==> config.mk <==
export PLATFORM = sky130hd
export DESIGN_NAME = multi_pulse_stretch
export DESIGN_NICKNAME = d
export VERILOG_FILES = /design/src/rtl/multi_pulse_stretch.sv
export SDC_FILE = /design/constraint.sdc
export NUM_CORES = 1
export LEC_CHECK = 0
export ABC_AREA = 0
export CORE_AREA = 2 2 108 110
export DETAILED_ROUTE_END_ITERATION = 16
export DIE_AREA = 0 0 110 112
export PLACE_DENSITY_LB_ADDON = 0.08
export SYNTH_ARGS = -nofsm -noshare
export SYNTH_HDL_FRONTEND = slang
export SYNTH_SLANG_ARGS = --single-unit
==> constraint.sdc <==
create_clock -name clk -period 1.78 [get_ports clk]
set_input_delay 0.178 -clock clk [delete_from_list [all_inputs] [get_ports clk]]
set_output_delay 0.178 -clock clk [all_outputs]
set_load 0.02 [all_outputs]
==> src/rtl/multi_pulse_stretch.sv <==
// multi_pulse_stretch
// Bank of independent pulse stretchers. Each channel turns a trigger on
// in_pulse[i] into a registered pulse of max(stretch_len,1) cycles, with an
// optional fixed hold-off gap after every pulse. Three trigger modes are
// supported:
//   ONESHOT - a trigger while a pulse is running is rejected
//   RETRIG  - a trigger while a pulse is running restarts its length
//   EDGE    - like ONESHOT, but only a rising edge of in_pulse counts
// A trigger that a channel has to reject sets its sticky missed flag.
module multi_pulse_stretch #(
    parameter int CHANNELS = 4,
    parameter int CNT_W    = 8,
    parameter int HOLDOFF  = 0
) (
    input  logic                clk,
    input  logic                rst,
    input  logic [CHANNELS-1:0] in_pulse,
    input  logic [CNT_W-1:0]    stretch_len,
    input  logic [1:0]          mode,
    input  logic                enable,
    input  logic                clr_missed,
    output logic [CHANNELS-1:0] out_pulse,
    output logic [CHANNELS-1:0] busy,
    output logic [CHANNELS-1:0] missed
);

    typedef enum logic [1:0] {
        ST_IDLE    = 2'd0,
        ST_ACTIVE  = 2'd1,
        ST_HOLDOFF = 2'd2
    } state_t;

    localparam logic [1:0]       MODE_RETRIG = 2'b01;
    localparam logic [1:0]       MODE_EDGE   = 2'b10;
    localparam logic [CNT_W-1:0] CNT_ONE     = CNT_W'(1);
    localparam logic [CNT_W-1:0] HOLD_LOAD   = CNT_W'(HOLDOFF);

    // Controls shared by every channel; they are only consumed on the edge
    // that accepts a trigger, so a change mid-pulse affects later triggers only.
    logic [CNT_W-1:0] len_eff;
    logic             is_retrig;
    logic             is_edge;

    // A zero length is stretched to one cycle so the counter never starts at 0.
    always_comb begin
        // NOTE: every always_comb output gets a value on every path (here by
        // defaulting first), otherwise synthesis infers a latch.
        len_eff   = stretch_len;
        is_retrig = (mode == MODE_RETRIG);
        is_edge   = (mode == MODE_EDGE);
        if (stretch_len == '0) begin
            len_eff = CNT_ONE;
        end
    end

    for (genvar i = 0; i < CHANNELS; i++) begin : g_ch
        state_t           state;
        logic [CNT_W-1:0] cnt;
        logic             in_prev;
        logic             out_r;
        logic             busy_r;
        logic             missed_r;
        logic             trig;
        logic             miss_set;

        // Trigger qualification; EDGE mode additionally needs a low->high step.
        assign trig     = enable && in_pulse[i] && !(is_edge && in_prev);
        // A trigger is lost when holding off, or when running without RETRIG.
        assign miss_set = trig && ((state == ST_HOLDOFF) ||
                                   (state == ST_ACTIVE && !is_retrig));

        // Per-channel FSM: IDLE -> ACTIVE (Leff cycles) -> HOLDOFF -> IDLE.
        // The counter holds the cycles still to run and leaves its state on
        // the edge where it reads 1, so it never decrements through zero.
        always_ff @(posedge clk or posedge rst) begin
            if (rst) begin
                state    <= ST_IDLE;
                cnt      <= '0;
                in_prev  <= 1'b0;
                out_r    <= 1'b0;
                busy_r   <= 1'b0;
                missed_r <= 1'b0;
            end else begin
                // NOTE: sequential state is assigned with <= only, so every
                // right-hand side here sees the pre-edge value of every flop.
                in_prev <= in_pulse[i];

                if (miss_set) begin
                    missed_r <= 1'b1;
                end else if (clr_missed) begin
                    missed_r <= 1'b0;
                end

                case (state)
                    ST_IDLE: begin
                        if (trig) begin
                            state  <= ST_ACTIVE;
                            cnt    <= len_eff;
                            out_r  <= 1'b1;
                            busy_r <= 1'b1;
                        end
                    end

                    ST_ACTIVE: begin
                        if (trig && is_retrig) begin
                            cnt <= len_eff;
                        end else if (cnt <= CNT_ONE) begin
                            out_r <= 1'b0;
                            if (HOLDOFF > 0) begin
                                state <= ST_HOLDOFF;
                                cnt   <= HOLD_LOAD;
                            end else begin
                                state  <= ST_IDLE;
                                cnt    <= '0;
                                busy_r <= 1'b0;
                            end
                        end else begin
                            cnt <= cnt - CNT_ONE;
                        end
                    end

                    ST_HOLDOFF: begin
                        if (cnt <= CNT_ONE) begin
                            state  <= ST_IDLE;
                            cnt    <= '0;
                            busy_r <= 1'b0;
                        end else begin
                            cnt <= cnt - CNT_ONE;
                        end
                    end

                    default: begin
                        state  <= ST_IDLE;
                        cnt    <= '0;
                        out_r  <= 1'b0;
                        busy_r <= 1'b0;
                    end
                endcase
            end
        end

        assign out_pulse[i] = out_r;
        assign busy[i]      = busy_r;
        assign missed[i]    = missed_r;
    end

endmodule
==> results of run 1 <==
## layer usage
layer,vias up,share of wire (%),global-route usage (%)
li1,1329,-,-
met1,1320,49,21.40
met2,30,48,24.13
met3,6,2.1,2.166
met4,0,0.82,3.376
met5,-,0,0
## state kept, by name, summed over array words and instances, names as in the netlist
name,flops
g_ch.state,1
g_ch.missed_r,4
g_ch.out_r,3
g_ch.cnt,32
g_ch.in_prev,4
## worst min-delay path: stages
cell and delay, ns:
clkdlybuf4s50_1 0.41, inv_2 0.07, buf_12 0.25
## where the power goes
| part | leakage [nW] | switching, mW | internal (mW) |
|---|---|---|---|
| combinational | 1.12 | 1.70 | 1.94 |
| clock | 0.0712 | 0.385 | 0.561 |
| sequential | 0.528 | 0.396 | 1.42 |
| total | 1.72 | 2.48 | 3.93 |
## area by class of cell
| cell class | instances | area [um^2] |
|---|---|---|
| clock buffers | 8 | 146.4 |
| fillers | 1181 | 7167 |
| inverters | 19 | 71.32 |
| multi-input cells | 210 | 1541 |
| flip-flops and latches | 44 | 1102 |
| well taps | 143 | 178.9 |
| repair buffers | 117 | 967.2 |
## worst paths after layout
path	start	endpoint	depth (start not counted)
setup / recovery	g_ch[1].cnt[1]$_DFFE_PP0P_	g_ch[1].cnt[6]$_DFFE_PP0P_	6
hold / removal	rst	g_ch[3].cnt[7]$_DFFE_PP0P_	3
setup reg to reg	g_ch[1].cnt[1]$_DFFE_PP0P_	g_ch[1].cnt[6]$_DFFE_PP0P_	6
hold reg to reg	g_ch[1].cnt[7]$_DFFE_PP0P_	g_ch[1].cnt[7]$_DFFE_PP0P_	1
max in group asynchronous	rst	g_ch[0].cnt[5]$_DFFE_PP0P_	3
min in group clk	g_ch[1].cnt[7]$_DFFE_PP0P_	g_ch[1].cnt[7]$_DFFE_PP0P_	1
## Yosys cell counts (all sizes together) (4+ instances only)
cell type,count,area [um^2]
ha,8,100.1
a21oi,10,50.05
nand2,16,60.06
o31ai,4,35.03
nor2,18,67.56
nand3,8,40.04
nor4,8,65.06
a211oi,5,37.54
dfrtp,44,1101
buf,16,122.6
and3,4,26.28
or4,4,37.53
a221o,13,130.1
o21ai,22,110.1
o211ai,4,30.03
or3,8,52.55
nor3,17,85.08
o221ai,4,35.03
nand2b,4,25.02
a22oi,6,45.04
a31oi,5,31.28
a211o,4,36.29
inv,19,71.32
## logic make-up (layout without fill, tap and decap cells)
family	Yosys count	in the layout
buffers and inverters	38	144
and+or+nand+nor	107	107
DFF	44	44
muxes	2	2
xor gates and xnor gates	2	2
AOI/OAI and AO/OA	91	91
adders and majority gates	8	8
## through the flow
step / setup TNS [ns] / power [mW] / cell area (um^2) / utilization [%] / worst slack, ns
final: -0.1441 / 6.403 / 4008 / 35.86 / -0.03944
after global routing: -0.7689 / 6.930 / 4008 / 35.86 / -0.1138
after CTS: -0.1646 / 6.294 / 3934 / 35.20 / -0.04337
after detailed placement: -3.633 / 5.175 / 3737 / 33.45 / -0.2195
after global placement: -3.709 / 5.215 / 3737 / 33.45 / -0.2130
after floorplan: -0.05008 / 3.752 / 2744 / - / -0.04987
## repair_timing
item,in CTS,in global routing
pin swaps,1,8
resized for setup,11,17
buffers inserted,1,2
setup endpoints to repair,10,27
endpoints found under the hold margin,0,0
==> results.tsv, run 1 <==
metric	value	unit
fin_nets	423	
dp_cells	531	
synthToLayoutAreaGrowth	47.06	%
die_h	112	um
final_common_cell	buf_4	
synthMuxAreaShare	0.7346	%
violations	setup timing	
synthXorXnorAreaFrac	0.6428	%
drive_above_1_share	32.91	%
cp.required	2.00	ns
crit_family	simple AND/OR/NAND/NOR gates	
rows	39	
dp_hpwl	6581	um
critPathBufInv	1	
critical_path.cell_chain	inv_2 -> ha_4 -> or4b_4 -> or3_4 -> a211oi_2 -> a221o_1	
powerDensity	1598	mW/mm^2
period_share	102.2	%
holdBufCountCts	0	
grt_max_degree	45	
relSlewSlack	72.42	%
max_freq	0.5496	GHz
whs	0.2521	ns
clk_pin_slew	0.06	ns
min_path_type	in2async	
synth_nets	318	
syn_area_per_cell	9.333	um^2
first_global_vias	2717	
drv_slew	0	
status	finished with violations	
setup_viol	5	
gp_congestion	0.7978	
maxCapViolations	0	
yosys_warnings	0	
routed_wl	8784	um
p_leak	1.721	nW
fin_crit	1.819	ns
ioPinCount	30	
ir_worst_vdd	505.5	uV
yosysUniqueCellTypes	58	
synth_simple_gate_area_share	22.59	%
rsz0062_at_grt	yes	
fin_ws	-0.03944	ns
syn_area	0.002725	mm^2
fin_skew	0.005237	ns
slowest_stage	or4b_4	
antenna_found_initial	0	
die_w	110	um
drt_first_pass_iters	4	
antenna_cells	0	
drcViolationCount	0	
end_kind	flop	
cts_buffer_depth	2	
cts_tree	done	
grt_usage	15.08	%
cts_made_buffers	5	
post_drt_wl_per_cell	16.24	um
synthArstFlopShare	100.0	%
critPathArrivalTime	2.04	ns
tightest_slew	0.4130	ns
instances_no_fill	541	
clk_latency	0.28	ns
synthCells	292	
drtIter0Drc	82	
start_util	24.39	%
root_buffer	clkbuf_16	
yosys.area_share.adder	3.673	%
cts_sinks	44	
ant_nets	0	
synth_top_family_by_area	compound AO/OA/AOI/OAI gates	
viasPerCell	4.963	
path_max_fanout	3	
start_kind	flop	
h-tree-depth	2	
ys_seq_area_share	40.40	%
synth_compound_area_share	24.43	%
grt_pass1_wl	14280	um
overflow	0	
die_area	0.01232	mm^2
synth_seq_cells	44	
hold_viol	0	
core	0.01117	mm^2
max_stage_delay	0.48	ns
rrSetupSlack	-0.04	ns
synth_edf_count	0	
num_vias	2685	
port_buffers	29	
final_cell_mix	buf_4 (86), dfrtp_1 (43), clkdlybuf4s50_1 (29), o21ai_0 (17)	
worstSetupPathType	reg2reg	
synthFlopType	dfrtp_1	
Note: power is estimated with default switching activity, not from simulation.
==> inputs of run 2 (changes only) <==
--- a/config.mk
+++ b/config.mk
@@ -6,9 +6,10 @@
 export NUM_CORES = 1
 export LEC_CHECK = 0
 export ABC_AREA = 0
-export CORE_AREA = 2 2 108 110
+export CAP_MARGIN = 20
+export CORE_AREA = 2 2 92 94
 export DETAILED_ROUTE_END_ITERATION = 16
-export DIE_AREA = 0 0 110 112
+export DIE_AREA = 0 0 94 96
 export PLACE_DENSITY_LB_ADDON = 0.08
 export SYNTH_ARGS = -nofsm -noshare
 export SYNTH_HDL_FRONTEND = slang
==> run 2 against run 1 <==
The run still ends with setup timing left. Setup slack improved by 0.013 ns. Global-route usage increased by 5.0 points. Sequential power about the same. Count of clock-buffer cells in the layout decreased by 2. Sequential share of layout area increased by 1.0 points. Final area decreased by 3.7%. Routed wire length decreased by 3.5%. Power decreased by 4.7%. Critical path depth decreased by 1. Via count decreased by 0.22%. Die area decreased by 27%. Largest cell class unchanged.
==> results.tsv, run 2 (synthesis results as in run 1) <==
metric	value	unit
drv_slew	0	
p_leak	1.672	nW
grt_pass1_wl	13980	um
drtIter0Drc	92	
final_cell_mix	buf_4 (81), dfrtp_1 (43), clkdlybuf4s50_1 (29), o21ai_0 (20), nor2_1 (17)	
rows	33	
clk_latency	0.30	ns
slowest_stage	or4_4	
grt_usage	20.08	%
port_buffers	29	
cts_sinks	44	
fill_cells	782	
num_vias	2679	
critical_path.cell_chain	or4_4 -> nor4_4 -> buf_6 -> nor3_2 -> a221o_1	
first_global_vias	2748	
relSlewSlack	69.92	%
die_w	94	um
clk_pin_slew	0.09	ns
post-place-ws	-0.2142	ns
r2r-end	g_ch[2].cnt[2]$_DFFE_PP0P_	
post_drt_wl_per_cell	17.02	um
start_util	33.85	%
powerDensity	1580	mW/mm^2
antenna_found_initial	0	
rrSetupSlack	-0.03	ns
core	0.008051	mm^2
drcViolationCount	0	
r2r_cells	5	
cts_buffer_depth	2	
final_common_cell	buf_4	
instances_no_fill	498	
antenna_cells	0	
drive_above_1_share	32.06	%
cts_made_buffers	5	
tns	-0.04129	ns
worstSetupPathType	reg2reg	
min_path_type	in2async	
regMostFlops	g_ch.cnt	
critPathArrivalTime	2.00	ns
cp.required	1.98	ns
fin_nets	418	
largest_reg_flops	32	
h-tree-depth	2	
die_area	0.009024	mm^2
die_h	96	um
fin_crit	1.806	ns
ioPinCount	30	
status	finished with violations	
gp_congestion	0.8247	
ir_worst_vdd	778.4	uV
max_stage_delay	0.56	ns
setup_viol	3	
startpoint	g_ch[2].cnt[5]$_DFFE_PP0P_	
violations	setup timing	
ant_nets	0	
fin_skew	0.007260	ns
tightest_slew	0.4513	ns
rsz0062_at_grt	yes	
root_buffer	clkbuf_8	
cts_tree	done	
start_kind	flop	
grt_max_degree	30	
maxCapViolations	0	
end_kind	flop	
routed_wl	8478	um
period_share	101.5	%
dp_hpwl	6182	um
drt_first_pass_iters	4	
dp_cells	484	
rr_startpoint	g_ch[2].cnt[5]$_DFFE_PP0P_	
overflow	0	
largestRegisters	g_ch.cnt: 32 flops, g_ch.in_prev: 4 flops, g_ch.missed_r: 4 flops	
fin_ws	-0.02644	ns
holdBufCountCts	0	
hold_viol	0	
p_total	6.103	mW
max_freq	0.5536	GHz
synthToLayoutAreaGrowth	41.69	%
path_max_fanout	8	
viasPerCell	5.380	
## run 2: how the worst max path moves through the flow
| stage | to | slack [ns] | cells past startpoint |
|---|---|---|---|
| after floorplan | g_ch[0].cnt[7]$_DFFE_PP0P_ | -0.05 | 6 |
| after global placement | g_ch[3].cnt[5]$_DFFE_PP0P_ | -0.18 | 6 |
| after detailed placement | g_ch[0].cnt[7]$_DFFE_PP0P_ | -0.21 | 6 |
| after CTS | g_ch[2].cnt[2]$_DFFE_PP0P_ | 0.0002 | 5 |
| after global routing | g_ch[2].cnt[2]$_DFFE_PP0P_ | -0.09 | 5 |
| final | g_ch[2].cnt[2]$_DFFE_PP0P_ | -0.03 | 5 |
## run 2: repair_timing
item / 4_1_cts / 5_1_grt
gates resized for setup: 11 / 10
endpoints found under the setup margin: 9 / 23
buffers inserted: 5 / 1
pin swaps: 1 / 6
## run 2: cell type report
| cell class | instances | area, um^2 | area share (%) |
|---|---|---|---|
| Multi-Input combinational cell | 210 | 1519 | 39.34 |
| Sequential cell | 44 | 1102 | 28.55 |
| Timing Repair Buffer | 112 | 929.6 | 24.08 |
| Tap cell | 105 | 131.4 | 3.402 |
| Clock buffer | 6 | 72.57 | 1.879 |
| Inverter | 19 | 71.32 | 1.847 |
| Clock inverter | 2 | 35.03 | 0.9073 |
## run 2: through the flow
| step | util, % | area [um^2] | hold WS (ns) |
|---|---|---|---|
| 5_1_grt | 47.96 | 3861 | 0.1991 |
| 4_1_cts | 47.38 | 3815 | 0.1859 |
| 2_1_floorplan | - | 2744 | 0.2094 |
| 3_3_place_gp | 44.99 | 3622 | 0.5062 |
| 3_5_place_dp | 44.99 | 3622 | 0.5102 |
| 6_report | 47.96 | 3861 | 0.1718 |
## run 2: where the power goes
part / internal (mW) / switching (mW) / total, mW
Sequential: 1.42 / 0.405 / 1.82
Clock: 0.418 / 0.379 / 0.797
Combinational: 1.84 / 1.64 / 3.48
Total: 3.68 / 2.42 / 6.10
## run 2: layer usage
layer	routed length [um]	GRT usage, %	part of all wire, %
met5	0	0	0
met4	124	5.193	1.5
met3	314	3.524	3.7
met2	4132	34.23	49
met1	3906	26.51	46
## run 2: worst max-delay path: cells and delay by family (launching register included)
kind	cells	cell delay [ns]
and+or+nand+nor	3	0.78
DFF	1	0.39
AOI/OAI and AO/OA	1	0.34
buffers and inverters	1	0.18
